===== src/rtl/spring_launch_controller_pkg.sv =====
// Shared types and default constants for the plunger launch controller.
// Parameters of the top module default to the constants defined here.
package spring_launch_controller_pkg;

  typedef enum logic [2:0] {
    IDLE,
    ARMED,
    COMPRESSING,
    RELEASING,
    LAUNCH,
    COOLDOWN
  } launch_state_t;

  localparam int DEF_SPRING_REST_Y   = 430;
  localparam int DEF_MIN_COMPRESSION = 4;
  localparam int DEF_MAX_COMPRESSION = 40;
  localparam int DEF_LAUNCH_BASE     = 64;
  localparam int DEF_LAUNCH_GAIN     = 8;
  localparam int DEF_RELEASE_TIMEOUT = 60;
  localparam int DEF_COOLDOWN_FRAMES = 30;

  localparam int COMP_W = 6;
  localparam int CNT_W  = 8;

  // Pull distance below rest, clamped to [0, max_c]; a spring above rest reads as 0.
  function automatic logic [COMP_W-1:0] clamp_compression(
    input logic signed [10:0] y,
    input int                 rest,
    input int                 max_c
  );
    int diff;
    diff = int'(y) - rest;
    if (diff < 0) begin
      return '0;
    end else if (diff > max_c) begin
      return COMP_W'(max_c);
    end else begin
      return COMP_W'(diff);
    end
  endfunction

endpackage


===== src/rtl/spring_launch_controller_frame_counter.sv =====
// Frame counter shared by the RELEASING and COOLDOWN phases: counts enabled
// frame strobes, clears synchronously and flags when the terminal count is reached.
module spring_launch_controller_frame_counter
  import spring_launch_controller_pkg::*;
(
  input  logic             clk,
  input  logic             reset,
  input  logic             clear_i,
  input  logic             enable_i,
  input  logic [CNT_W-1:0] terminal_i,
  output logic             terminal_o
);

  logic [CNT_W-1:0] count_q;

  // NOTE: sequential state is written with non-blocking assignments only, so every
  // register samples pre-edge values regardless of process evaluation order.
  always_ff @(posedge clk or posedge reset) begin
    if (reset) begin
      count_q <= '0;
    end else if (clear_i) begin
      count_q <= '0;
    end else if (enable_i && (count_q != '1)) begin
      count_q <= count_q + 1'b1;
    end
  end

  assign terminal_o = (count_q == terminal_i);

endmodule


===== src/rtl/spring_launch_controller.sv =====
// Turns a plunger pull-and-release into a single one-cycle ball launch whose
// upward speed scales with the peak compression seen while the key was held.
module spring_launch_controller
  import spring_launch_controller_pkg::*;
#(
  parameter int SPRING_REST_Y   = DEF_SPRING_REST_Y,
  parameter int MIN_COMPRESSION = DEF_MIN_COMPRESSION,
  parameter int MAX_COMPRESSION = DEF_MAX_COMPRESSION,
  parameter int LAUNCH_BASE     = DEF_LAUNCH_BASE,
  parameter int LAUNCH_GAIN     = DEF_LAUNCH_GAIN,
  parameter int RELEASE_TIMEOUT = DEF_RELEASE_TIMEOUT,
  parameter int COOLDOWN_FRAMES = DEF_COOLDOWN_FRAMES
) (
  input  logic        clk,
  input  logic        reset,
  input  logic        startOfFrame,
  input  logic        key5IsPressed,
  input  logic [10:0] springTopLeftY,
  input  logic [31:0] springSpeedY,
  input  logic        ballInLane,
  output logic        launchPulse,
  output logic [31:0] launchSpeedY,
  output logic [5:0]  compression,
  output logic        armed
);

  localparam logic signed [10:0] REST_Y    = 11'(SPRING_REST_Y);
  localparam logic [COMP_W-1:0]  MIN_C     = COMP_W'(MIN_COMPRESSION);
  localparam logic [CNT_W-1:0]   REL_TERM  = CNT_W'(RELEASE_TIMEOUT);
  localparam logic [CNT_W-1:0]   COOL_TERM = CNT_W'(COOLDOWN_FRAMES);
  localparam logic signed [31:0] BASE_S    = 32'(LAUNCH_BASE);
  localparam logic signed [31:0] GAIN_S    = 32'(LAUNCH_GAIN);

  launch_state_t      state_q, state_d;
  logic [COMP_W-1:0]  peak_q, peak_d;
  logic [COMP_W-1:0]  compression_q, compression_d;
  logic               launch_pulse_q;
  logic signed [31:0] launch_speed_q, launch_speed_d;
  logic               armed_q;

  logic [COMP_W-1:0]  peak_max;
  logic signed [31:0] peak_ext;
  logic               spring_at_rest;
  logic               cnt_clear, cnt_en, cnt_terminal;
  logic [CNT_W-1:0]   cnt_terminal_value;

  // Speed is observed only; release timing depends purely on position and frames.
  logic spring_speed_unused;
  assign spring_speed_unused = ^springSpeedY;

  assign compression_d  = clamp_compression($signed(springTopLeftY), SPRING_REST_Y,
                                            MAX_COMPRESSION);
  assign spring_at_rest = ($signed(springTopLeftY) <= REST_Y);
  assign peak_max       = (compression_q > peak_q) ? compression_q : peak_q;
  assign peak_ext       = {{(32-COMP_W){1'b0}}, peak_q};
  assign launch_speed_d = -(BASE_S + GAIN_S * peak_ext);

  assign cnt_en             = startOfFrame && ((state_q == RELEASING) || (state_q == COOLDOWN));
  assign cnt_terminal_value = (state_q == RELEASING) ? REL_TERM : COOL_TERM;

  spring_launch_controller_frame_counter u_frame_counter (
    .clk        (clk),
    .reset      (reset),
    .clear_i    (cnt_clear),
    .enable_i   (cnt_en),
    .terminal_i (cnt_terminal_value),
    .terminal_o (cnt_terminal)
  );

  // NOTE: every signal driven here gets a default first, so no path leaves it
  // unassigned and no latch is inferred.
  always_comb begin
    state_d   = state_q;
    peak_d    = peak_q;
    cnt_clear = 1'b0;
    unique case (state_q)
      IDLE: begin
        if (startOfFrame && ballInLane) state_d = ARMED;
      end
      ARMED: begin
        if (startOfFrame) begin
          if (!ballInLane) begin
            state_d = IDLE;
          end else if (key5IsPressed) begin
            state_d = COMPRESSING;
            peak_d  = '0;
          end
        end
      end
      COMPRESSING: begin
        if (startOfFrame) begin
          if (!ballInLane) begin
            state_d = IDLE;
            peak_d  = '0;
          end else begin
            peak_d = peak_max;
            if (!key5IsPressed) begin
              if (peak_max >= MIN_C) begin
                state_d   = RELEASING;
                cnt_clear = 1'b1;
              end else begin
                state_d = ARMED;
              end
            end
          end
        end
      end
      RELEASING: begin
        // A re-press resumes the pull with the peak kept; lane changes are ignored here.
        if (startOfFrame) begin
          if (key5IsPressed) begin
            state_d = COMPRESSING;
          end else if (spring_at_rest || cnt_terminal) begin
            state_d = LAUNCH;
          end
        end
      end
      LAUNCH: begin
        state_d   = COOLDOWN;
        cnt_clear = 1'b1;
      end
      COOLDOWN: begin
        if (startOfFrame && cnt_terminal) state_d = IDLE;
      end
      default: begin
        state_d = IDLE;
        peak_d  = '0;
      end
    endcase
  end

  always_ff @(posedge clk or posedge reset) begin
    if (reset) begin
      state_q        <= IDLE;
      peak_q         <= '0;
      compression_q  <= '0;
      launch_pulse_q <= 1'b0;
      launch_speed_q <= '0;
      armed_q        <= 1'b0;
    end else begin
      state_q        <= state_d;
      peak_q         <= peak_d;
      compression_q  <= compression_d;
      launch_pulse_q <= (state_d == LAUNCH);
      armed_q        <= (state_d == ARMED) || (state_d == COMPRESSING);
      if (state_d == LAUNCH) launch_speed_q <= launch_speed_d;
    end
  end

  assign launchPulse  = launch_pulse_q;
  assign launchSpeedY = launch_speed_q;
  assign compression  = compression_q;
  assign armed        = armed_q;

endmodule


===== config.mk =====
export PLATFORM = sky130hd
export DESIGN_NAME = spring_launch_controller
export DESIGN_NICKNAME = d
export VERILOG_FILES = /design/src/rtl/spring_launch_controller_pkg.sv /design/src/rtl/spring_launch_controller_frame_counter.sv /design/src/rtl/spring_launch_controller.sv
export SDC_FILE = /design/constraint.sdc
export NUM_CORES = 1
export LEC_CHECK = 0
export ABC_AREA = 1
export BUFFER_PORTS_ARGS = -buffer_cell sky130_fd_sc_hd__buf_2
export CAP_MARGIN = 20
export CORE_AREA = 2 2 69 71
export DETAILED_ROUTE_END_ITERATION = 10
export DIE_AREA = 0 0 71 73
export PLACE_DENSITY = 0.87
export SYNTH_ARGS = -nofsm -noshare
export SYNTH_HDL_FRONTEND = slang
export SYNTH_SLANG_ARGS = --single-unit
export TNS_END_PERCENT = 50

===== constraint.sdc =====
create_clock -name clk -period 2.9 [get_ports clk]
set_input_delay 0.145 -clock clk [delete_from_list [all_inputs] [get_ports clk]]
set_output_delay 0.145 -clock clk [all_outputs]
set_load 0.01 [all_outputs]

==> flow_metrics.py <==
metrics = {
    "clock_tree": {
        "cts-resized-gates": 0,
        "post_cts_buffers": 0,
        "cts.clk_slew.worst_paths_ns": 0.07,
        "cts.htree.levels": 2,
        "holdBufCountCts": 1,
        "clockBufferDepth": 2,
        "clkSinkCount": 33,
        "clk_latency_ns": 0.28,
        "numCtsBuffers": 5,
        "clockRootBuffer": "clkbuf_8",
        "tritoncts": "done",
    },
    "grt": {
        "grt_usage_pct": 18.4,
        "antenna_found_initial": 0,
        "grt_pass1_wl_mm": 7.58,
        "grt_max_degree": 34,
        "grt_pass1_vias": 1873,
        "grt_overflow": 0,
    },
    "timing": {
        "setup_slack_ns": 0.784,
        "min_period_ns": 2.12,
        "fin_skew_ns": 0.00601,
        "setup_viol": 0,
        "slew_viol_final": 0,
        "timing.fmax_mhz": 473,
        "rsz0062_at_grt": "no",
        "hold_violations": 0,
        "post-route-period-util_pct": 73.0,
        "fin_tns_setup_ns": 0,
    },
    "final_layout": {
        "drive_gt1_share_pct": 26.8,
        "final_area_sq_um": 2590,
        "multi_input_area_sq_um": 1120,
        "utilization_pct": 57.1,
        "nets": 396,
        "syn_to_final_growth_pct": 12.4,
        "diodes": 0,
        "stdcell_count": 394,
        "ff_latch_area_sq_um": 826,
        "nFillCells": 395,
    },
    "placed_design": {
        "dp_cells": 385,
        "hpwl_mm": 3.45,
        "pre_cts_ws_ns": 0.822,
        "gp_congestion": 0.901,
        "io_buffers": 52,
        "placed_area_sq_um": 2460,
    },
    "worst_setup_path": {
        "end_kind": "flop",
        "cp_max_fo": 6,
        "arrival_ns": 2.29,
        "crit_chain": "inv_1 > ha_1 > nand2_2 > nor2_4 > nand2_2 > nand3_4 > nand2_4 > nand2_1 > nand2_1 > nor2_2 > nand2_2 > a21oi_2 > nand2_2 > nand2_1 > nand2_1",
        "start_kind": "flop",
        "critPathSlowestCell": "dfrtp_1",
        "required_ns": 3.07,
        "worstSetupPathType": "flop to flop",
        "slowest_delay_ns": 0.43,
    },
    "logic_synthesis": {
        "synth-seq-cells": 33,
        "ys.flop_type": "dfrtp_1",
        "synth_top_area_share_pct": 35.8,
        "yosysTopAreaCell": "dfrtp_1",
        "synth_fa_ha_area_share_pct": 4.89,
        "ys_async_sr_fraction_pct": 100,
        "synth_mux_area_share_pct": 0,
        "ys_types": 34,
        "synth_edf_count": 0,
        "postSynthAreaPerCell_sq_um": 7.66,
        "synth_xor_xnor_area_share_pct": 4.18,
        "syn-instance-count": 301,
        "yosysWarnings": 0,
        "synth-simple-area-share_pct": 31.7,
        "syn_area_sq_um": 2300,
        "synth_top_family_by_area": "simple AND/OR/NAND/NOR gates",
        "yosysSeqAreaShare_pct": 35.8,
        "synth_compound_area_share_pct": 7.44,
        "yosysMostFrequentCell": "nand2_1",
        "netlist_top_cells_count": "62 x nand2_1, 45 x inv_1, 33 x dfrtp_1",
        "synthTopCellsByArea": "dfrtp_1 36%, nand2_1 10%, buf_4 8.1%",
    },
    "route": {
        "drc": 0,
        "drtAntennaViolNets": 0,
        "dr.first_iter.drc_count": 84,
        "wl_mm": 4.32,
        "vias": 1976,
        "first_pass_iters": 4,
        "avgViaCountPerCell": 5.02,
        "post_drt_wl_per_cell_um": 11.0,
    },
    "floorplan": {
        "core_region_area_sq_um": 4540,
        "fp.dieW_um": 71,
        "start_util_pct": 50.8,
        "rows": 25,
        "die_h_um": 73,
        "io_pins": 88,
        "die_area_sq_um": 5180,
    },
    "power_and_ir_drop": {
        "powerDensity_nw_per_um2": 728,
        "vdd_drop_max_mv": 0.292,
        "p_leak_nw": 1.44,
    },
    "worst_hold_path": {
        "min_path_type": "input pin to flop",
    },
    "run": {
        "drv_cap": 0,
    },
    "status": {
        "status": "finished, final reports clean",
    },
}
cell type report:
| class | count | area share, % |
|---|---|---|
| clock buffers | 6 | 3.19 |
| clock inverters | 2 | 1.45 |
| inverters | 47 | 6.81 |
| multi-input cells | 198 | 43.3 |
| flip-flops and latches | 33 | 31.9 |
| well taps | 54 | 2.61 |
| repair buffers | 54 | 10.7 |
critical path: cells and delay by family (launching register included):
family	cells	cell delay (ns)
flip-flops	1	0.43
AO/OA/AOI/OAI	1	0.20
AND/OR/NAND/NOR	12	0.95
buffers and inverters	1	0.11
adder cells (fa/ha/maj)	1	0.30
metrics by stage:
stage	hold WS, ns	power, mW
CTS	0.0659	1.90
floorplan	0.218	1.34
global placement	0.251	1.42
finish	0.0697	1.89
detailed placement	0.260	1.45
global route	0.0801	2.03
power by group:
group	internal [mW]	switching (mW)
clock	0.279	0.169
combinational	0.307	0.482
sequential	0.557	0.0928
total	1.14	0.743
cell usage in the layout (no fill, tap or decap), types with 3 or more instances in the layout:
master | netlist | final
nand3_2 | 4 | 4
nand3_1 | 23 | 23
dfrtp_1 | 33 | 33
a21oi_1 | 8 | 8
nor2_1 | 20 | 20
nor3_1 | 6 | 6
nand4_1 | 4 | 4
nor2_2 | 4 | 4
ha_1 | 9 | 9
nand2_1 | 62 | 62
nand2_2 | 9 | 9
o21ai_0 | 14 | 14
xor2_1 | 9 | 9
buf_2 | 0 | 52
inv_1 | 45 | 45
conb_1 | 1 | 3
clkbuf_8 | 0 | 6
worst paths after layout:
kind,start,end,slack (ns),cells after the start
worst max-delay path,peak_q[4],armed,0.78,15
min in group asynchronous,reset,launchSpeedY[9],0.50,4
worst min-delay path,springTopLeftY[1],compression[1],0.07,2
worst min register to register,launchSpeedY[6],launchSpeedY[6],0.48,2
max in group asynchronous,reset,u_frame_counter.count_q[6],2.10,4
worst max register to register,peak_q[4],armed,0.78,15
sequential cells by signal, indices dropped and copies added (netlist names):
| register | count |
|---|---|
| armed | 1 |
| launchSpeedY | 8 |
| peak_q | 6 |
| state_q | 3 |
| launchPulse | 1 |
| compression | 6 |
| u_frame_counter.count_q | 8 |
cells by family after synthesis:
group,Yosys count
AO/OA/AOI/OAI,30
other,1
XOR/XNOR,11
buffers and inverters,72
AND/OR/NAND/NOR,145
adder cells (fa/ha/maj),9
flip-flops,33
layer usage:
layer  share of wire [%]  vias to the layer above  track usage [%]  wire length (um)
li1                    -                     1004                -                 -
met3                 5.9                        7             4.28               254
met1                  42                      902             19.9              1830
met2                  50                       63             33.6              2160
met5                   0                        -                0                 0
met4                 1.8                        0             9.01                76
Note: power is estimated with default switching activity, not from simulation.
